--- src/rtl/example_driver_if.sv ---
// Command/result/example bundle for example_driver; the driver uses the slave
// modport, while the command source and the example block sit on master.
interface example_driver_if #(
   parameter int OFF_W  = 2,
   parameter int DATA_W = 8
);
   logic              req_valid;
   logic              req_ready;
   logic [OFF_W-1:0]  req_offset;
   logic [DATA_W-1:0] req_target;
   logic              res_valid;
   logic              res_ready;
   logic [DATA_W-1:0] res_variable;
   logic [2:0]        res_state;
   logic              res_timeout;
   logic              busy;
   logic              ex_start;
   logic [OFF_W-1:0]  ex_offset;
   logic [DATA_W-1:0] ex_target;
   logic              ex_done;
   logic [2:0]        ex_state;
   logic [DATA_W-1:0] ex_variable;

   modport slave (
      input  req_valid, req_offset, req_target, res_ready,
             ex_done, ex_state, ex_variable,
      output req_ready, res_valid, res_variable, res_state, res_timeout,
             busy, ex_start, ex_offset, ex_target
   );

   modport master (
      output req_valid, req_offset, req_target, res_ready,
             ex_done, ex_state, ex_variable,
      input  req_ready, res_valid, res_variable, res_state, res_timeout,
             busy, ex_start, ex_offset, ex_target
   );
endinterface

--- src/rtl/example_driver.sv ---
// Sequencer that runs one {offset,target} command through `example` and returns
// the captured result. Define EXAMPLE_DRIVER_TIMEOUT_EN to enable the watchdog.
module example_driver #(
   parameter int START_CYCLES = 2,
   parameter int TIMEOUT      = 1000,
   parameter int OFF_W        = 2,
   parameter int DATA_W       = 8
) (
   input  logic           clk,
   input  logic           reset,
   example_driver_if.slave bus
);
   typedef enum logic [1:0] {IDLE, START, WAIT, RESULT} state_t;

   localparam logic [3:0] START_LOAD = 4'(START_CYCLES - 1);

   if (START_CYCLES < 1 || START_CYCLES > 15) begin : g_bad_start
      $error("example_driver: START_CYCLES must be 1..15");
   end
   if (TIMEOUT < 1 || TIMEOUT > 65535) begin : g_bad_timeout
      $error("example_driver: TIMEOUT must be 1..65535");
   end

   state_t            state_reg, state_next;
   logic [3:0]        start_cnt_reg;
   logic              done_reg;
   logic              rise;
   logic              timeout_hit;
   logic [OFF_W-1:0]  ex_offset_reg;
   logic [DATA_W-1:0] ex_target_reg;
   logic [DATA_W-1:0] res_variable_reg;
   logic [2:0]        res_state_reg;

   // A done level that was already high before WAIT is not a rise.
   assign rise = bus.ex_done & ~done_reg;

`ifdef EXAMPLE_DRIVER_TIMEOUT_EN
   localparam logic [15:0] TIMEOUT_LAST = 16'(TIMEOUT - 1);
   localparam logic [15:0] TIMEOUT_MAX  = 16'(TIMEOUT);

   logic [15:0] timer_reg;
   logic        res_timeout_reg;

   assign timeout_hit     = (timer_reg == TIMEOUT_LAST) & ~rise;
   assign bus.res_timeout = res_timeout_reg;

   always_ff @(posedge clk or negedge reset) begin
      if (!reset) begin
         timer_reg <= '0;
      end else if (state_reg == START && start_cnt_reg == 4'd0) begin
         timer_reg <= '0;
      end else if (state_reg == WAIT && timer_reg != TIMEOUT_MAX) begin
         timer_reg <= timer_reg + 16'd1;
      end
   end

   always_ff @(posedge clk or negedge reset) begin
      if (!reset) begin
         res_timeout_reg <= 1'b0;
      end else if (state_reg == WAIT && (rise || timeout_hit)) begin
         res_timeout_reg <= timeout_hit;
      end
   end
`else
   assign timeout_hit     = 1'b0;
   assign bus.res_timeout = 1'b0;
`endif

   always_ff @(posedge clk or negedge reset) begin
      if (!reset) state_reg <= IDLE;
      else        state_reg <= state_next;
   end

   always_comb begin
      state_next = state_reg;
      case (state_reg)
         IDLE:    if (bus.req_valid)                 state_next = START;
         START:   if (start_cnt_reg == 4'd0)         state_next = WAIT;
         WAIT:    if (rise || timeout_hit)           state_next = RESULT;
         RESULT:  if (bus.res_ready)                 state_next = IDLE;
         default:                                    state_next = IDLE;
      endcase
   end

   always_comb begin
      bus.req_ready = (state_reg == IDLE);
      bus.busy      = (state_reg != IDLE);
      bus.ex_start  = (state_reg == START);
      bus.res_valid = (state_reg == RESULT);
   end

   always_ff @(posedge clk or negedge reset) begin
      if (!reset) begin
         start_cnt_reg    <= '0;
         done_reg         <= 1'b0;
         ex_offset_reg    <= '0;
         ex_target_reg    <= '0;
         res_variable_reg <= '0;
         res_state_reg    <= '0;
      end else begin
         done_reg <= bus.ex_done;
         case (state_reg)
            IDLE: if (bus.req_valid) begin
               ex_offset_reg <= bus.req_offset;
               ex_target_reg <= bus.req_target;
               start_cnt_reg <= START_LOAD;
               done_reg      <= 1'b0;
            end
            START: if (start_cnt_reg != 4'd0) begin
               start_cnt_reg <= start_cnt_reg - 4'd1;
            end
            WAIT: if (rise || timeout_hit) begin
               res_variable_reg <= bus.ex_variable;
               res_state_reg    <= bus.ex_state;
            end
            default: ;
         endcase
      end
   end

   assign bus.ex_offset    = ex_offset_reg;
   assign bus.ex_target    = ex_target_reg;
   assign bus.res_variable = res_variable_reg;
   assign bus.res_state    = res_state_reg;
endmodule

--- src/flat_wrapper.sv ---
// flat-port wrapper written by rule: the top's interface ports become plain ports
module example_driver_flat 
#(
   parameter int START_CYCLES = 2,
   parameter int TIMEOUT      = 1000,
   parameter int OFF_W        = 2,
   parameter int DATA_W       = 8
)
  (clk, reset, bus_req_valid, bus_req_offset, bus_req_target, bus_res_ready, bus_ex_done, bus_ex_state, bus_ex_variable, bus_req_ready, bus_res_valid, bus_res_variable, bus_res_state, bus_res_timeout, bus_busy, bus_ex_start, bus_ex_offset, bus_ex_target);
  example_driver_if #(.OFF_W(OFF_W), .DATA_W(DATA_W)) bus_i ();
  input  logic clk;
  input  logic reset;
  input wire logic [$bits(bus_i.req_valid)-1:0] bus_req_valid;
  input wire logic [$bits(bus_i.req_offset)-1:0] bus_req_offset;
  input wire logic [$bits(bus_i.req_target)-1:0] bus_req_target;
  input wire logic [$bits(bus_i.res_ready)-1:0] bus_res_ready;
  input wire logic [$bits(bus_i.ex_done)-1:0] bus_ex_done;
  input wire logic [$bits(bus_i.ex_state)-1:0] bus_ex_state;
  input wire logic [$bits(bus_i.ex_variable)-1:0] bus_ex_variable;
  output wire logic [$bits(bus_i.req_ready)-1:0] bus_req_ready;
  output wire logic [$bits(bus_i.res_valid)-1:0] bus_res_valid;
  output wire logic [$bits(bus_i.res_variable)-1:0] bus_res_variable;
  output wire logic [$bits(bus_i.res_state)-1:0] bus_res_state;
  output wire logic [$bits(bus_i.res_timeout)-1:0] bus_res_timeout;
  output wire logic [$bits(bus_i.busy)-1:0] bus_busy;
  output wire logic [$bits(bus_i.ex_start)-1:0] bus_ex_start;
  output wire logic [$bits(bus_i.ex_offset)-1:0] bus_ex_offset;
  output wire logic [$bits(bus_i.ex_target)-1:0] bus_ex_target;
  assign bus_i.req_valid = bus_req_valid;
  assign bus_i.req_offset = bus_req_offset;
  assign bus_i.req_target = bus_req_target;
  assign bus_i.res_ready = bus_res_ready;
  assign bus_i.ex_done = bus_ex_done;
  assign bus_i.ex_state = bus_ex_state;
  assign bus_i.ex_variable = bus_ex_variable;
  assign bus_req_ready = bus_i.req_ready;
  assign bus_res_valid = bus_i.res_valid;
  assign bus_res_variable = bus_i.res_variable;
  assign bus_res_state = bus_i.res_state;
  assign bus_res_timeout = bus_i.res_timeout;
  assign bus_busy = bus_i.busy;
  assign bus_ex_start = bus_i.ex_start;
  assign bus_ex_offset = bus_i.ex_offset;
  assign bus_ex_target = bus_i.ex_target;
  example_driver #(.START_CYCLES(START_CYCLES), .TIMEOUT(TIMEOUT), .OFF_W(OFF_W), .DATA_W(DATA_W)) u_core (.clk(clk), .reset(reset), .bus(bus_i));
endmodule
--- config.mk ---
export PLATFORM = sky130hd
export DESIGN_NAME = example_driver_flat
export DESIGN_NICKNAME = d
export VERILOG_FILES = /design/src/rtl/example_driver_if.sv /design/src/rtl/example_driver.sv /design/src/flat_wrapper.sv
export SDC_FILE = /design/constraint.sdc
export NUM_CORES = 1
export LEC_CHECK = 0
export BUFFER_PORTS_ARGS = -buffer_cell sky130_fd_sc_hd__buf_2
export CORE_ASPECT_RATIO = 0.8
export CORE_MARGIN = 2
export CORE_UTILIZATION = 43
export DETAILED_ROUTE_END_ITERATION = 10
export PLACE_DENSITY = 0.73
export SLEW_MARGIN = 20
export SYNTH_ARGS = -nofsm -noshare
export SYNTH_HDL_FRONTEND = slang
export SYNTH_SLANG_ARGS = --single-unit
--- constraint.sdc ---
create_clock -name clk -period 2.4 [get_ports clk]
set_input_delay 0.24 -clock clk [delete_from_list [all_inputs] [get_ports clk]]
set_output_delay 0.24 -clock clk [all_outputs]
set_load 0.05 [all_outputs]
== Word-level counts from Yosys, hierarchy flattened ==
Cells that the tools add are included.

* Output and inout port bits: 26
* Bits of input ports: 26
* Bits in registers: 28
* Word-level logic and storage cells: 37

* Bitwise gates (word level): 2
* Multiplexer cells: 10
* Add/sub/neg operators: 1
* Reductions and logical operators: 9
* Equality and inequality tests: 8

{| class="wikitable"
|+ Operators by type and width
! cell !! number
|-
| two-way mux 2 bit || 4
|-
| two-way mux 4 bit || 2
|-
| one-hot mux 2 bit (4 select lines) || 1
|-
| one-hot mux 4 bit (2 select lines) || 1
|-
| != test 2 x 1 -> 1 bit, second input constant || 3
|-
| == test 2 bit, second input constant || 2
|-
| zero test 4 bit || 1
|-
| != test 2 bit, second input constant || 2
|-
| AND reduction 2 bit || 2
|-
| AND reduction 4 bit || 1
|-
| nonzero test 2 bit || 2
|-
| nonzero test 4 bit || 1
|-
| subtractor 4 x 1 -> 4 bit, second input constant || 1
|-
| AND reduction 3 bit || 1
|-
| == test 2 x 1 -> 1 bit, second input constant || 1
|-
| zero test 2 bit || 1
|-
| two-way mux 1 bit || 2
|-
| bitwise AND 1 bit || 1
|-
| NOT 1 bit || 1
|}

== Depth between registers and ports, before layout ==
* Depth after elaboration: 4
* Mapped depth: 6
* Mapped depth without buffers: 6

== Worst setup path after synthesis ==
No wires, ideal clock.

* Kind: register to register
* From: register u_core.state_reg[0]
* To: register u_core.state_reg[1]
* Cell stages (with the launch flop): 6
* Setup time: 125 ps
* Path buffers: 0
* Clock period less this slack: 2070 ps
* Arrival time: 1945 ps
* Setup slack: 330 ps
* Required time: 2275 ps
* Path through: dfrtp_1 -> inv_1 -> ha_1 -> inv_2 -> o2111ai_2 -> mux2_4

* Longest elaborated chain between the ends: 3
* Elaborated cells on any way between the ends: 10
* Those cells by class: eq/ne (7); mux (1); reduce/logical (2)

{| class="wikitable"
|+ RTL lines
! item !! line !! source
|-
| from (decl) || example_driver.sv:24 || <nowiki>state_t state_reg, state_next;</nowiki>
|-
| from (signal assigned) || example_driver.sv:71 || <nowiki>else state_reg <= state_next;</nowiki>
|-
| zero test 2 bit * || - ||
|-
| net bus_req_ready || flat_wrapper.sv:20 || <nowiki>output wire logic [$bits(bus_i.req_ready)-1:0] bus_req_ready;</nowiki>
|-
| != test 2 bit (no line) || - ||
|-
| AND reduction 4 bit (no line) || - ||
|}

The timed path passes the listed nets; every way through them passes the cells marked *.
A chain may end at the register's enable or synchronous reset.

== Final worst setup path ==
* From: register u_core.state_reg[0]
* To: register u_core.res_variable_reg[5] (netlist: u_core.bus.res_variable[5])

* Longest elaborated chain between the ends: 2

{| class="wikitable"
|+ RTL lines
! item !! line !! source
|-
| == test 2 bit || example_driver.sv:102 || <nowiki>case (state_reg)</nowiki>
|-
| AND reduction 2 bit (no line) || - ||
|-
| to (signal assigned) || example_driver.sv:113 || <nowiki>res_variable_reg <= bus.ex_variable;</nowiki>
|-
| to (decl) || example_driver.sv:31 || <nowiki>logic [DATA_W-1:0] res_variable_reg;</nowiki>
|}

No other way between the ends.

==> metrics.txt <==
vias after detailed routing=885; post-cts resize count=0; syn_nets=124; CTS hold repair buffers=1; status=completed; unrepaired setup endpoints after global routing=no; routability cong.=0.670; number of max-cap violations=0; Slew headroom=0.605; DIE HEIGHT=52.2 um; clock latency at the later pin of the worst-skew pair=320 ps; Antenna Cells=0; cell area after synthesis=1250 sq um; Crit path arrival time=1980 ps; post-DP HPWL=1810 um; Reg clk slew, reported paths=140 ps; Unique masters post-synth=25; main area contributors after synthesis=dfrtp_1 (56%), mux2_2 (19%), ha_1 (6.0%); antenna viol nets, final=0; Core ar.=2770 sq um; final worst-path cycle share=0.731; Vias/cell=4.84; clk_skew=2.82 ps; final WL=2280 um; post-synth top area share=0.561; detailed-route wire length per cell=12.5 um; TritonCTS buffer count=3; Hold Path Depth=2; row cnt=17; Starting Density=0.452; WP data required=2620 ps; register area share after synthesis=0.561; endpoints failing hold=0; startpoint types=flop; gr usage total=0.146; global-route wire length before repair=3770 um; critical-path maximum fanout=11; Worst-Margin Slew=593 ps; Final nets=178; R2R depth=4; Avg Cell Area, Syn=13.6 sq um; Sink Count=28; Min-Delay Path Class=input pin to flop; Die X=64.3 um; Setup Viol. Count Final=0; CTS tree=yes; Synth Instances=92; layout cells sized above 1=0.552; I/O Buffers=50; kind of critical path=flop to flop; crit path time final=1750 ps; initial antenna violation count=0; drc violations=0; setup_tns=0 ps; area growth from synthesis to layout=27.8%; critical path capture point type=flop; Max clock buf depth=2; largest net degree at the start of global routing=29; Max Freq=570 MHz; IO Pins=52; Synth area leader=dfrtp_1; die area=3360 sq um; Syn. warnings=0; flop and latch count out of synthesis=28; # Post-CTS Setup Buffers=0; Pre-antenna DRT Iters=4; initial detailed-routing violation count=42; H-tree depth=1; vias in the first global route=884; root buf cell=clkbuf_4; Final Slew Violations=0; global route total overflow=0
path summary, 6_finish.rpt:
path	end	slack (ps)	startpoint
max	u_core.bus.res_variable[5]$_DFFE_PN0P_	650	u_core.state_reg[0]$_DFFE_PN0P_
min	u_core.done_reg$_DFF_PN0_	120	bus_req_valid
max reg2reg	u_core.bus.res_variable[5]$_DFFE_PN0P_	650	u_core.state_reg[0]$_DFFE_PN0P_
min reg2reg	u_core.bus.res_variable[7]$_DFFE_PN0P_	520	u_core.bus.res_variable[7]$_DFFE_PN0P_
max in group asynchronous	u_core.start_cnt_reg[0]$_DFFE_PN0P_	1580	reset
min in group asynchronous	u_core.state_reg[0]$_DFFE_PN0P_	430	reset
cell usage after synthesis:
master     count
nor3b_2        1
o21ai_4        1
nand3b_1       1
mux2_4         1
inv_1          6
nand2_1        4
o211ai_1       1
mux2_2        21
buf_4          1
inv_2          1
nand2b_1       3
a31oi_1        1
buf_2          1
nor2_1         3
o22ai_1        2
o2111ai_2      1
nand4b_1       1
a21oi_1        2
dfrtp_1       28
conb_1         1
a22o_1         1
nor3_1         1
ha_1           6
mux2i_1        2
nand3_1        1
stage by stage:
step	setup slack [ps]	hold WS, ps	cell area, sq um	utilization	std cells
after floorplan	330	-55.6	1250	-	92
final	646	124	1600	0.578	183
after detailed placement	635	281	1540	0.555	178
after global placement	737	280	1540	0.555	178
after CTS	628	105	1600	0.578	183
after global routing	501	106	1600	0.578	183
metal layers:
layer | share of wire | wire length (um) | track usage
met4 | 0.0035 | 8 | 0.0213
met1 | 0.41 | 933 | 0.167
met3 | 0.093 | 213 | 0.0495
met2 | 0.49 | 1130 | 0.274
met5 | 0 | 0 | 0
final cells by class:
| cell class | instances | area (sq um) |
|---|---|---|
| Tap cell | 38 | 47.5 |
| Fill cell | 235 | 1170 |
| Multi-Input combinational cell | 55 | 510 |
| Timing Repair Buffer | 51 | 260 |
| Inverter | 7 | 26.3 |
| Clock buffer | 3 | 22.5 |
| Sequential cell | 28 | 701 |
| Clock inverter | 1 | 30.0 |
worst max-delay path, stage by stage, from the launching register on:
cell and delay [ps]:
dfrtp_1 450, inv_1 120, ha_1 250, nand3b_1 410, mux2_2 420
cells by family after synthesis:
group                    count (synthesis)  synth area share
flip-flops                              28             0.561
multiplexers                            24             0.217
AND/OR/NAND/NOR                         15            0.0671
AO/OA/AOI/OAI                            9            0.0611
buffers and inverters                    9            0.0310
adder cells (fa/ha/maj)                  6            0.0601
other                                    1           0.00300
placed cells by master, fill, tap and decap left out, types with 2 or more instances in the layout:
master	instances
mux2_2	21
ha_1	6
nand2_1	4
nand2b_1	3
a21oi_1	2
o22ai_1	2
clkbuf_4	3
mux2i_1	2
buf_2	50
dfrtp_1	28
nor2_1	3
inv_1	6
Power is left out: the tool's default activity adds up to more than one toggle a clock period on the data nets, which glitch-free logic cannot reach.
